### config.mk
export PLATFORM = sky130hd
export DESIGN_NAME = mem_arb
export DESIGN_NICKNAME = d
export VERILOG_FILES = /design/src/rtl/mem_arb_pkg.sv /design/src/rtl/mem_arb_pick.sv /design/src/rtl/mem_arb.sv
export SDC_FILE = /design/constraint.sdc
export NUM_CORES = 1
export LEC_CHECK = 0
export ABC_AREA = 1
export CAP_MARGIN = 20
export CORE_MARGIN = 3
export CORE_UTILIZATION = 34
export DETAILED_ROUTE_END_ITERATION = 10
export HOLD_SLACK_MARGIN = 0.05
export PLACE_DENSITY = 0.82
export SYNTH_ARGS = -nofsm -noshare
export SYNTH_HDL_FRONTEND = slang
export SYNTH_SLANG_ARGS = --single-unit
### constraint.sdc
create_clock -name clk -period 2.45 [get_ports clk]
set_input_delay 0.6125 -clock clk [delete_from_list [all_inputs] [get_ports clk]]
set_output_delay 0.6125 -clock clk [all_outputs]
set_load 0.03 [all_outputs]
### src/rtl/mem_arb_pkg.sv
// Shared types for the mem_arb two-to-one memory arbiter: FSM states and the
// port identifiers used by both the grant and the read-return select.
package mem_arb_pkg;

   typedef enum logic [1:0] {
      IDLE,
      OWN_I,
      OWN_D
   } state_e;

   typedef enum logic [1:0] {
      PORT_NONE,
      PORT_I,
      PORT_D
   } port_e;

endpackage

### src/rtl/mem_arb_pick.sv
// Combinational request picker for mem_arb. Round-robin between the fetch and
// data ports when MEM_ARB_RR_EN is defined, otherwise the data port always wins.
module mem_arb_pick
   import mem_arb_pkg::*;
(
   input  logic  i_req,
   input  logic  d_req,
   input  port_e last,
   output port_e grant
);

   port_e both_pick;

`ifdef MEM_ARB_RR_EN
   // On a collision the port that did not win most recently goes first.
   assign both_pick = (last == PORT_D) ? PORT_I : PORT_D;
`else
   logic unused_last;
   assign unused_last = ^last;
   assign both_pick   = PORT_D;
`endif

   // NOTE: grant gets a default before any branch so no latch is inferred.
   always_comb begin
      grant = PORT_NONE;
      if (i_req && d_req) begin
         grant = both_pick;
      end else if (d_req) begin
         grant = PORT_D;
      end else if (i_req) begin
         grant = PORT_I;
      end
   end

endmodule

### src/rtl/mem_arb.sv
// Two-to-one memory arbiter sharing one bus between the fetch and load/store
// ports with zero added latency. Optional round-robin build: MEM_ARB_RR_EN.
module mem_arb
   import mem_arb_pkg::*;
#(
   parameter int ADDR_W = 32,
   parameter int DATA_W = 32
) (
   input  logic                clk,
   input  logic                rst,
   input  logic [ADDR_W-1:0]   i_addr,
   input  logic                i_rstrb,
   output logic [DATA_W-1:0]   i_rdata,
   output logic                i_rbusy,
   input  logic [ADDR_W-1:0]   d_addr,
   input  logic [DATA_W-1:0]   d_wdata,
   input  logic [DATA_W/8-1:0] d_wmask,
   input  logic                d_wstrb,
   input  logic                d_rstrb,
   output logic [DATA_W-1:0]   d_rdata,
   output logic                d_rbusy,
   output logic                d_wbusy,
   output logic [ADDR_W-1:0]   bus_addr,
   output logic [DATA_W-1:0]   bus_wdata,
   output logic [DATA_W/8-1:0] bus_wmask,
   output logic                bus_wstrb,
   output logic                bus_rstrb,
   input  logic [DATA_W-1:0]   bus_rdata,
   input  logic                bus_rbusy,
   input  logic                bus_wbusy
);

   state_e            state_q, state_d;
   port_e             rsel_q, rsel_d;
   port_e             grant, pick_grant, pick_last;
   logic [DATA_W-1:0] hold_i_q, hold_i_d, hold_d_q, hold_d_d;
   logic              d_req, acc_i, acc_d;

   assign d_req = d_rstrb | d_wstrb;

   mem_arb_pick u_pick (
      .i_req (i_rstrb),
      .d_req (d_req),
      .last  (pick_last),
      .grant (pick_grant)
   );

`ifdef MEM_ARB_RR_EN
   port_e last_q, last_d;

   always_comb begin
      last_d = last_q;
      if (acc_i) begin
         last_d = PORT_I;
      end else if (acc_d) begin
         last_d = PORT_D;
      end
   end

   always_ff @(posedge clk or negedge rst) begin
      if (!rst) begin
         last_q <= PORT_I;
      end else begin
         last_q <= last_d;
      end
   end

   assign pick_last = last_q;
`else
   assign pick_last = PORT_I;
`endif

   // Grant is combinational in IDLE and pinned while a stalled request owns the bus.
   always_comb begin
      state_d = state_q;
      grant   = PORT_NONE;
      case (state_q)
         IDLE:    grant = pick_grant;
         OWN_I:   grant = PORT_I;
         OWN_D:   grant = PORT_D;
         default: grant = PORT_NONE;
      endcase
      if (!rst) begin
         grant = PORT_NONE;
      end

      acc_i = (grant == PORT_I) && i_rstrb && !bus_rbusy;
      acc_d = (grant == PORT_D) && ((d_rstrb && !bus_rbusy) || (d_wstrb && !bus_wbusy));

      case (state_q)
         IDLE: begin
            if (grant == PORT_I && i_rstrb && !acc_i) begin
               state_d = OWN_I;
            end else if (grant == PORT_D && d_req && !acc_d) begin
               state_d = OWN_D;
            end
         end
         OWN_I:   if (acc_i || !i_rstrb) state_d = IDLE;
         OWN_D:   if (acc_d || !d_req)   state_d = IDLE;
         default: state_d = IDLE;
      endcase
   end

   always_comb begin
      bus_addr  = '0;
      bus_wdata = '0;
      bus_wmask = '0;
      bus_rstrb = 1'b0;
      bus_wstrb = 1'b0;
      i_rbusy   = i_rstrb;
      d_rbusy   = d_rstrb;
      d_wbusy   = d_wstrb;
      case (grant)
         PORT_I: begin
            bus_addr  = i_addr;
            bus_rstrb = i_rstrb;
            i_rbusy   = bus_rbusy;
         end
         PORT_D: begin
            bus_addr  = d_addr;
            bus_wdata = d_wdata;
            bus_wmask = d_wmask;
            bus_rstrb = d_rstrb;
            bus_wstrb = d_wstrb;
            d_rbusy   = d_rstrb & bus_rbusy;
            d_wbusy   = d_wstrb & bus_wbusy;
         end
         default: ;
      endcase
   end

   // Read data is live in the cycle after acceptance and held from then on.
   always_comb begin
      rsel_d = PORT_NONE;
      if (acc_i) begin
         rsel_d = PORT_I;
      end else if (acc_d && d_rstrb) begin
         rsel_d = PORT_D;
      end
      hold_i_d = (rsel_q == PORT_I) ? bus_rdata : hold_i_q;
      hold_d_d = (rsel_q == PORT_D) ? bus_rdata : hold_d_q;
      i_rdata  = (rsel_q == PORT_I) ? bus_rdata : hold_i_q;
      d_rdata  = (rsel_q == PORT_D) ? bus_rdata : hold_d_q;
   end

   // NOTE: state updates use non-blocking assignments so every flop samples pre-edge values.
   // NOTE: the hold registers are reset because the requesters see them straight out of reset.
   always_ff @(posedge clk or negedge rst) begin
      if (!rst) begin
         state_q  <= IDLE;
         rsel_q   <= PORT_NONE;
         hold_i_q <= '0;
         hold_d_q <= '0;
      end else begin
         state_q  <= state_d;
         rsel_q   <= rsel_d;
         hold_i_q <= hold_i_d;
         hold_d_q <= hold_d_d;
      end
   end

endmodule

; ---- Yosys cells after proc, flatten, opt, wreduce, memory -nomap -nowiden
; Index checks and enable logic that the tools add are counted.
[op_classes]
reduce_logical = 21
bitwise_logic = 3
eq_ne = 9
mux = 22
[ops]
columns = op, n
row1 = 2-to-1 mux 32 bit, 3
row2 = one-hot mux 32 bit (2 select lines), 1
row3 = 2-to-1 mux 2 bit, 9
row4 = one-hot mux 2 bit (3 select lines), 2
row5 = logical AND 1 bit, 10
row6 = equality test 2 x 1 -> 1 bit (second input constant), 3
row7 = equality test 2 bit (second input constant), 3
row8 = logical NOT 1 bit, 6
row9 = 2-to-1 mux 1 bit, 5
row10 = 2-to-1 mux 4 bit, 1
row11 = inequality test 2 bit (second input constant), 2
row12 = logical OR 1 bit, 3
row13 = inequality test 3 bit (second input constant), 1
row14 = AND reduction 3 bit, 1
row15 = AND 1 bit, 2
row16 = logical NOT 2 bit, 1
row17 = one-hot mux 1 bit (2 select lines), 1
row18 = bitwise OR 1 bit, 1
[totals]
out_inout_bits = 137
elab_cells = 59
in_bits = 139
reg_bits = 68

; ---- Longest topological paths before layout
; Gate-level depths: netlist of the first run.
[depth]
word_depth = 12
ltp_mapped = 12
depth_no_buf = 12

; ---- By module
; Synthesis of the first run repeated with hierarchy kept, for this count alone.
[hier_totals]
cells_unflattened = 477
hier_area_um2 = 3593.4
[modules_own_cells]
columns = mod, instances, seq_area_each_um2, area_per_inst_um2, cells_each
row1 = mem_arb, 1, 1701.6, 3582.2, 474
row2 = mem_arb_pick, 1, 0.0, 11.3, 3

; ---- Worst setup path before layout of the first run
; No wires, ideal clock.
[synth_timing]
path_kind = in2out
start = input d_rstrb
end = output d_rbusy
arrival_ns = 2.328
cell_stages = 10
slack_ns = -0.491
t_required_ns = 1.837
n_path_buf = 2
cell_sequence = nor2_1 > nand2_1 > inv_1 > nand2_1 > a21oi_1 > inv_1 > ha_1 > buf_2 > buf_2 > a21boi_0
[synth_between]
elab_chain_cells = 7
[synth_rtl]
columns = element, line
row1 = "start, declared", mem_arb.sv:19  ; input logic d_rstrb,
row2 = bitwise OR 1 bit, mem_arb.sv:39  ; assign d_req = d_rstrb | d_wstrb;
row3 = 2-to-1 mux 2 bit / logical AND 1 bit (equally long branches), "mem_arb_pick.sv:28, mem_arb_pick.sv:26"
row4 = 2-to-1 mux 2 bit, mem_arb_pick.sv:26  ; if (i_req && d_req) begin
row5 = one-hot mux 2 bit (3 select lines), mem_arb.sv:77  ; case (state_q)
row6 = 2-to-1 mux 2 bit, mem_arb.sv:83  ; if (!rst) begin
row7 = equality test 2 bit, mem_arb.sv:113  ; case (grant)
row8 = 2-to-1 mux 1 bit *, mem_arb.sv:113
row9 = "end, declared", mem_arb.sv:21  ; output logic d_rbusy,
; Mark *: on every way between the ends. The rest lies on a longest branch, timed or not.

; ---- Worst setup path in the final report of the first run
[layout_timing]
start = input d_wstrb
end = output bus_addr[27]
[layout_between]
elab_chain_cells = 7
[layout_rtl]
columns = element, line
row1 = "start, declared", mem_arb.sv:18  ; input logic d_wstrb,
row2 = bitwise OR 1 bit *, mem_arb.sv:39
row3 = 2-to-1 mux 2 bit / logical AND 1 bit (equally long branches), "mem_arb_pick.sv:28, mem_arb_pick.sv:26"
row4 = 2-to-1 mux 2 bit *, mem_arb_pick.sv:26
row5 = one-hot mux 2 bit (3 select lines) *, mem_arb.sv:77
row6 = 2-to-1 mux 2 bit *, mem_arb.sv:83
row7 = equality test 2 bit / equality test 2 x 1 -> 1 bit (equally long branches), mem_arb.sv:113
row8 = one-hot mux 32 bit (2 select lines) *, mem_arb.sv:113
row9 = "end, declared", mem_arb.sv:23  ; output logic [ADDR_W-1:0] bus_addr,
; Marks and branches as above.

==> summary.md, run 1 <==
| Metric | Value |
|---|---|
| TritonCTS Buffers | 9 |
| Die area | 11800 sq um |
| PwrDens | 739 nW/um^2 |
| Metal2 WL | 8160 um |
| Die height | 109 um |
| Synth top area share | 47.5% |
| Core region area | 10000 sq um |
| GRT Total Usage | 26.6% |
| Switching share of power | 41.8% |
| Worst-path clk slew | 0.07 ns |
| Fmax | 0.360 GHz |
| Finished Layout Cells | 906 |
| DR WL/cell | 17.9 um |
| Final Util | 77.2% |
| Final setup margin | -0.328 ns |
| Max-cap violations | 0 |
| Warnings, synthesis | 0 |
| Seq/Total Area, Yosys | 47.5% |
| Worst-skew pair later-pin latency | 0.33 ns |
| Final HPWL DP | 11300 um |
| Top cells by area, synth | dfrtp_1, nand2_1, inv_1, o21ai_2, a21oi_1 |
| Clk pwr share | 17.9% |
| Net count after synthesis | 614 |
| Hold Crit Class | reg -> reg |
| Overflow after GRT | 0 |
| H-tree depth | 3 |
| Failing checks | setup timing |
| Die width | 109 um |
| RePlAce Congestion | 0.876 |
| Initial antenna violation count | 1 |
| Req. time, crit path | 1.84 ns |
| Worst-path maximum fanout | 6 |
| Part of the cycle the worst path needs | 113% |
| Setup TNS | -16.17 ns |
| First-pass GRT wire length | 24200 um |
| Hold-fix buffers at CTS | 0 |
| Post-Synthesis Cells | 473 |
| Number of global-route vias before repair | 4668 |
| Largest net degree at the start of global routing | 69 |
| DRT Pass-1 Iters | 4 |
| Layout Skew | 0.00740 ns |
| CP max stage delay | 0.20 ns |
| Initial Util | 35.8% |
| Hold slack | 0.473 ns |
| Initial drt markers | 221 |
| CTS Sinks | 68 |
| CP arrival | 2.17 ns |
| Final ANT Viol Nets | 0 |
| Met3 wire len | 1330 um |
| Layout area overhead | 115% |
| Placed Cells | 870 |
| CP endpoint kind | primary output |
| WL met1 | 5730 um |
| Final setup viols | 73 |
| Crit-path cells | buf_8 > nor2_4 > nand2_2 > inv_4 > nand2_4 > a21oi_4 > buf_6 > ha_4 > buf_12 > buf_12 > nand2_2 > a21oi_4 > buf_6 |
| Worst vdd ir | 0.501 mV |
| Crit-path slowest cell | ha_4 |
| # port buffers | 275 |
| WL final | 16200 um |
| Crit Path Category | in -> out |
| Register share of total power | 27.3% |
| NumNets Final | 908 |
| NetSw | 2380 uW |
| Internal cell power | 3320 uW |
| Pins Over Slew Limit | 0 |
| Register bit total from synthesis | 68 |
| Static leakage | 0.00377 uW |
| Top sig layer | met4 |
| Hold Vio Cnt, Final | 0 |
| DR vias | 4279 |
| Startpoint Class | input pin |
| Worst slew pin tran | 0.822 ns |
| Fin crit period | 2.78 ns |
| Share of post-route cells with drive strength above 1 | 44.8% |
| Leading area contributor after synthesis | dfrtp_1 |
| Vias/cell | 4.72 |
| Synth unique cells | 17 |
| Synthesized area | 3580 sq um |
| RSZ-0062 raised after global routing | true |
| I/O Pins | 276 |
| Status | finished with violations |
| Tot Pwr | 5700 uW |
| Headroom to the max-slew limit | 45.2% |
| Clk root buf | clkbuf_8 |
| Combinational fraction of design power | 54.8% |
| CTS tree | built |
| Synthesized area per cell | 7.57 sq um |
| DRC Markers | 0 |
| Row count | 36 |
| Maximum clock path buffer count | 2 |
synth_stat cells:
library cell  number
nand4_1            2
nor2_1             7
ha_1               2
inv_1             80
or2_1              1
o21ai_0           34
clkbuf_1           7
nand3_1            4
buf_6              7
a21boi_0           2
dfrtp_1           68
buf_2             15
o21ai_2           32
nand2_1          176
a21oi_1           34
nor3_1             1
o21a_1             1
registers in the layout (all words and copies together), names as in the netlist:
signal	flops
rsel_q	2
hold_i_q	32
hold_d_q	32
state_q	2
metal layers:
metal  up-vias  global-route usage [%]
met4         0                    14.3
met2       200                    46.2
li1       2032                       -
met1      1987                    29.1
met5         -                       0
met3        60                    7.99
power groups by stage:
stage	clock network [uW]	logic, uW	registers (uW)
final	1020	3120	1560
after global routing	1100	3300	1590
after CTS	1060	3070	1560
after detailed placement	0	2850	1580
after global placement	0	2810	1560
after floorplan	0	1730	1560
kinds of logic (layout without fill, tap and decap cells):
logic type,after synthesis,count (layout),share of synthesized area [%]
fa+ha+maj,2,2,0.699
other cells,0,1,0
compound gates,103,103,18.0
flops,68,68,47.5
buf+inv,109,408,13.4
simple gates,191,191,20.4
critical path, delay by kind of cell:
kind,cells,cell delay (ns)
adder cells (fa/ha/maj),1,0.20
AO/OA/AOI/OAI,2,0.30
buffers and inverters,6,0.70
AND/OR/NAND/NOR,4,0.33
what timing repair did:
item | 4_1_cts | 5_1_grt
gates cloned | 8 | 2
pin swaps | 15 | 4
resized for setup | 135 | 42
setup endpoints to repair | 73 | 73
setup buffers | 8 | 3
stage by stage:
step                area (sq um)  setup WS [ns]
floorplan                   4050       -0.00226
global placement            6680         -0.639
detailed placement          6680         -0.722
CTS                         7570         -0.243
global route                7710         -0.389
finish                      7710         -0.328
cell usage in the layout, fill, tap and decap left out, types with 3 or more instances in the layout:
| master | Yosys | routed |
|---|---|---|
| inv_1 | 80 | 64 |
| buf_6 | 7 | 58 |
| clkdlybuf4s50_1 | 0 | 134 |
| nand3_1 | 4 | 4 |
| nand2_1 | 176 | 113 |
| buf_16 | 0 | 3 |
| nand2_2 | 0 | 53 |
| clkbuf_8 | 0 | 10 |
| nand2_4 | 0 | 10 |
| inv_2 | 0 | 14 |
| a21oi_4 | 0 | 32 |
| o21ai_2 | 32 | 32 |
| o21ai_0 | 34 | 34 |
| nor2_1 | 7 | 5 |
| dfrtp_1 | 68 | 68 |
| buf_12 | 0 | 18 |
| buf_4 | 0 | 92 |
final cells by class:
cell class                 count  area, sq um
tap                          133          166
timing repair buffer         312         3270
clock inverter                 6         86.3
fill                         667         2280
antenna                        1         2.50
inverter                      80          305
multi-input combinational    296         2040
clock buffer                  10          138
sequential                    68         1700
path summary, 6_finish.rpt:
check | slack (ns) | to | cells past startpoint | start
max | -0.33 | bus_addr[27] | 13 | d_wstrb
min | 0.47 | hold_d_q[26]$_DFF_PN0_ | 2 | hold_d_q[26]$_DFF_PN0_
max reg2reg | 0.35 | state_q[1]$_DFFE_PN0P_ | 15 | state_q[1]$_DFFE_PN0P_
min reg2reg | 0.47 | hold_d_q[26]$_DFF_PN0_ | 2 | hold_d_q[26]$_DFF_PN0_
max in group asynchronous | 1.41 | hold_d_q[14]$_DFF_PN0_ | 2 | rst
min in group asynchronous | 0.50 | state_q[0]$_DFFE_PN0P_ | 2 | rst
Note: power is estimated with default switching activity, not from simulation.
==> run 2, diff against run 1 <==
--- a/config.mk
+++ b/config.mk
@@ -6,11 +6,13 @@
 export NUM_CORES = 1
 export LEC_CHECK = 0
 export ABC_AREA = 1
+export ABC_CLOCK_PERIOD_IN_PS = 2450
 export CAP_MARGIN = 20
 export CORE_MARGIN = 3
 export CORE_UTILIZATION = 34
 export DETAILED_ROUTE_END_ITERATION = 10
 export HOLD_SLACK_MARGIN = 0.05
+export MAX_ROUTING_LAYER = met4
 export PLACE_DENSITY = 0.82
 export SYNTH_ARGS = -nofsm -noshare
 export SYNTH_HDL_FRONTEND = slang
==> run 2 against run 1 <==
Compared with the run above:
- the run still ends with setup timing left
- register-to-register slack hardly changed
- die area stayed put
- clock-buffer cell count stayed put
- flip-flop and latch count stayed put
- sequential share of layout area stayed put
- global-route usage is 0.73 points higher
- combinational power hardly changed
- worst setup slack better by 0.0012 ns
- critical path type unchanged
- largest power group unchanged
- highest routed layer unchanged
==> summary.md, run 2 (same netlist as run 1, synthesis figures left out) <==
| Metric | Value |
|---|---|
| Status | finished with violations |
| Failing checks | setup timing |
| Commonest non-fill, non-tap cell in the layout | clkdlybuf4s50_1 |
| First-pass GRT wire length | 24100 um |
| R2r endpoint | state_q[1]$_DFFE_PN0P_ |
| CP endpoint kind | primary output |
| Worst reg2reg path depth | 15 |
| Startpoint Class | input pin |
| Clk root buf | clkbuf_8 |
| Overflow after GRT | 0 |
| Fillers | 667 |
| Vias/cell | 4.74 |
| CTS tree | built |
| Max-cap violations | 0 |
| Place WS | -0.722 ns |
| Initial Util | 35.8% |
| TritonCTS Buffers | 9 |
| Worst vdd ir | 0.500 mV |
| CTS Sinks | 68 |
| Layout area overhead | 115% |
| CP Launch Point | d_wstrb |
| Worst r2r src | state_q[1]$_DFFE_PN0P_ |
| Number of global-route vias before repair | 4698 |
| H-tree depth | 3 |
| Static leakage | 0.00377 uW |
| GRT Total Usage | 27.3% |
| Hold Crit Class | reg -> reg |
| Final setup margin | -0.327 ns |
| Fin crit period | 2.78 ns |
| Final setup viols | 73 |
| R2R Setup Slk | 0.35 ns |
| Worst-path maximum fanout | 6 |
| PwrDens | 739 nW/um^2 |
| DRC Markers | 0 |
| Req. time, crit path | 1.84 ns |
| Commonest cells after routing, fill and taps aside | clkdlybuf4s50_1, nand2_1, buf_4, dfrtp_1, inv_1 |
| WL final | 16100 um |
| DRT Pass-1 Iters | 4 |
| Share of post-route cells with drive strength above 1 | 44.8% |
| RSZ-0062 raised after global routing | true |
| Setup crit end | bus_addr[27] |
| Largest net degree at the start of global routing | 69 |
| CP arrival | 2.16 ns |
| Initial drt markers | 238 |
| Headroom to the max-slew limit | 45.2% |
| Die width | 109 um |
| Die height | 109 um |
| Layout Skew | 0.00773 ns |
| # port buffers | 275 |
| DR WL/cell | 17.8 um |
| RePlAce Congestion | 0.890 |
| Worst slew pin tran | 0.822 ns |
| Die area | 11800 sq um |
| Worst-path clk slew | 0.07 ns |
| Core region area | 10000 sq um |
| I/O Pins | 276 |
| Hold Vio Cnt, Final | 0 |
| Row count | 36 |
| Fmax | 0.360 GHz |
| Initial antenna violation count | 1 |
| Final ANT Viol Nets | 0 |
| Pins Over Slew Limit | 0 |
| Final HPWL DP | 11300 um |
| Tot Pwr | 5700 uW |
| Final Util | 77.2% |
| Crit Path Category | in -> out |
| Biggest regs | hold_d_q (32), hold_i_q (32) |
| Hold-fix buffers at CTS | 0 |
| Worst-skew pair later-pin latency | 0.33 ns |
| Hold slack | 0.474 ns |
| NumNets Final | 908 |
| Part of the cycle the worst path needs | 113% |
| DR vias | 4297 |
| Maximum clock path buffer count | 2 |
run 2: cell counts in the layout (fill, tap and decap cells not counted):
No cell type changed its count.
run 2: routing by layer:
layer | vias up | routed length, um | share of wire [%] | global-route usage (%)
li1 | 2035 | - | - | -
met1 | 1992 | 5780 | 36 | 29.6
met2 | 212 | 8240 | 51 | 46.1
met3 | 58 | 1160 | 7.2 | 7.05
met4 | 0 | 939 | 5.8 | 14.3
met5 | - | 0 | 0 | -
run 2: cell type report:
class	count	area (sq um)	share of cell area (%)
inverters	80	305	3.96
clock inverters	6	86.3	1.12
well taps	133	166	2.16
diodes	1	2.50	0.0324
repair buffers	312	3270	42.4
clock buffers	10	138	1.78
multi-input cells	296	2040	26.5
flip-flops and latches	68	1700	22.1
run 2: worst min path at each step:
| stage | from | to | slack (ns) | cells after the start |
|---|---|---|---|---|
| floorplan | rst | hold_d_q[0]$_DFF_PN0_ | 0.32 | 0 |
| global placement | hold_d_q[3]$_DFF_PN0_ | hold_d_q[3]$_DFF_PN0_ | 0.45 | 2 |
| detailed placement | hold_d_q[26]$_DFF_PN0_ | hold_d_q[26]$_DFF_PN0_ | 0.46 | 2 |
| CTS | hold_d_q[26]$_DFF_PN0_ | hold_d_q[26]$_DFF_PN0_ | 0.48 | 2 |
| global route | hold_d_q[7]$_DFF_PN0_ | hold_d_q[7]$_DFF_PN0_ | 0.50 | 2 |
| finish | hold_d_q[26]$_DFF_PN0_ | hold_d_q[26]$_DFF_PN0_ | 0.47 | 2 |
run 2: critical path: stages:
cell and delay [ns]:
buf_8 0.10, nor2_4 0.13, nand2_2 0.08, inv_4 0.08, nand2_4 0.05, a21oi_4 0.15
buf_6 0.12, ha_4 0.20, buf_12 0.13, buf_12 0.12, nand2_2 0.08, a21oi_4 0.15
buf_6 0.15
run 2: what timing repair did:
item                                    4_1_cts  5_1_grt
pin swaps                                    15        4
endpoints found under the setup margin       73       73
endpoints found under the hold margin         0        0
setup buffers                                 8        3
resized for setup                           135       42
cloned                                        8        2
run 2: through the flow:
| stage | std cells | instance area (sq um) | TNS (ns) |
|---|---|---|---|
| 2_1_floorplan | 473 | 4050 | -0.0678 |
| 3_3_place_gp | 870 | 6680 | -41.98 |
| 3_5_place_dp | 870 | 6680 | -45.91 |
| 4_1_cts | 902 | 7570 | -12.59 |
| 5_1_grt | 906 | 7710 | -22.70 |
| 6_report | 906 | 7710 | -16.48 |
run 2: report_power, final:
group	internal [uW]	total, uW	switching, uW	leakage, uW
Combinational	1260	3120	1860	0.00288
Clock	601	1020	421	0.000113
Sequential	1460	1560	95.9	0.000779
Total	3320	5700	2380	0.00377
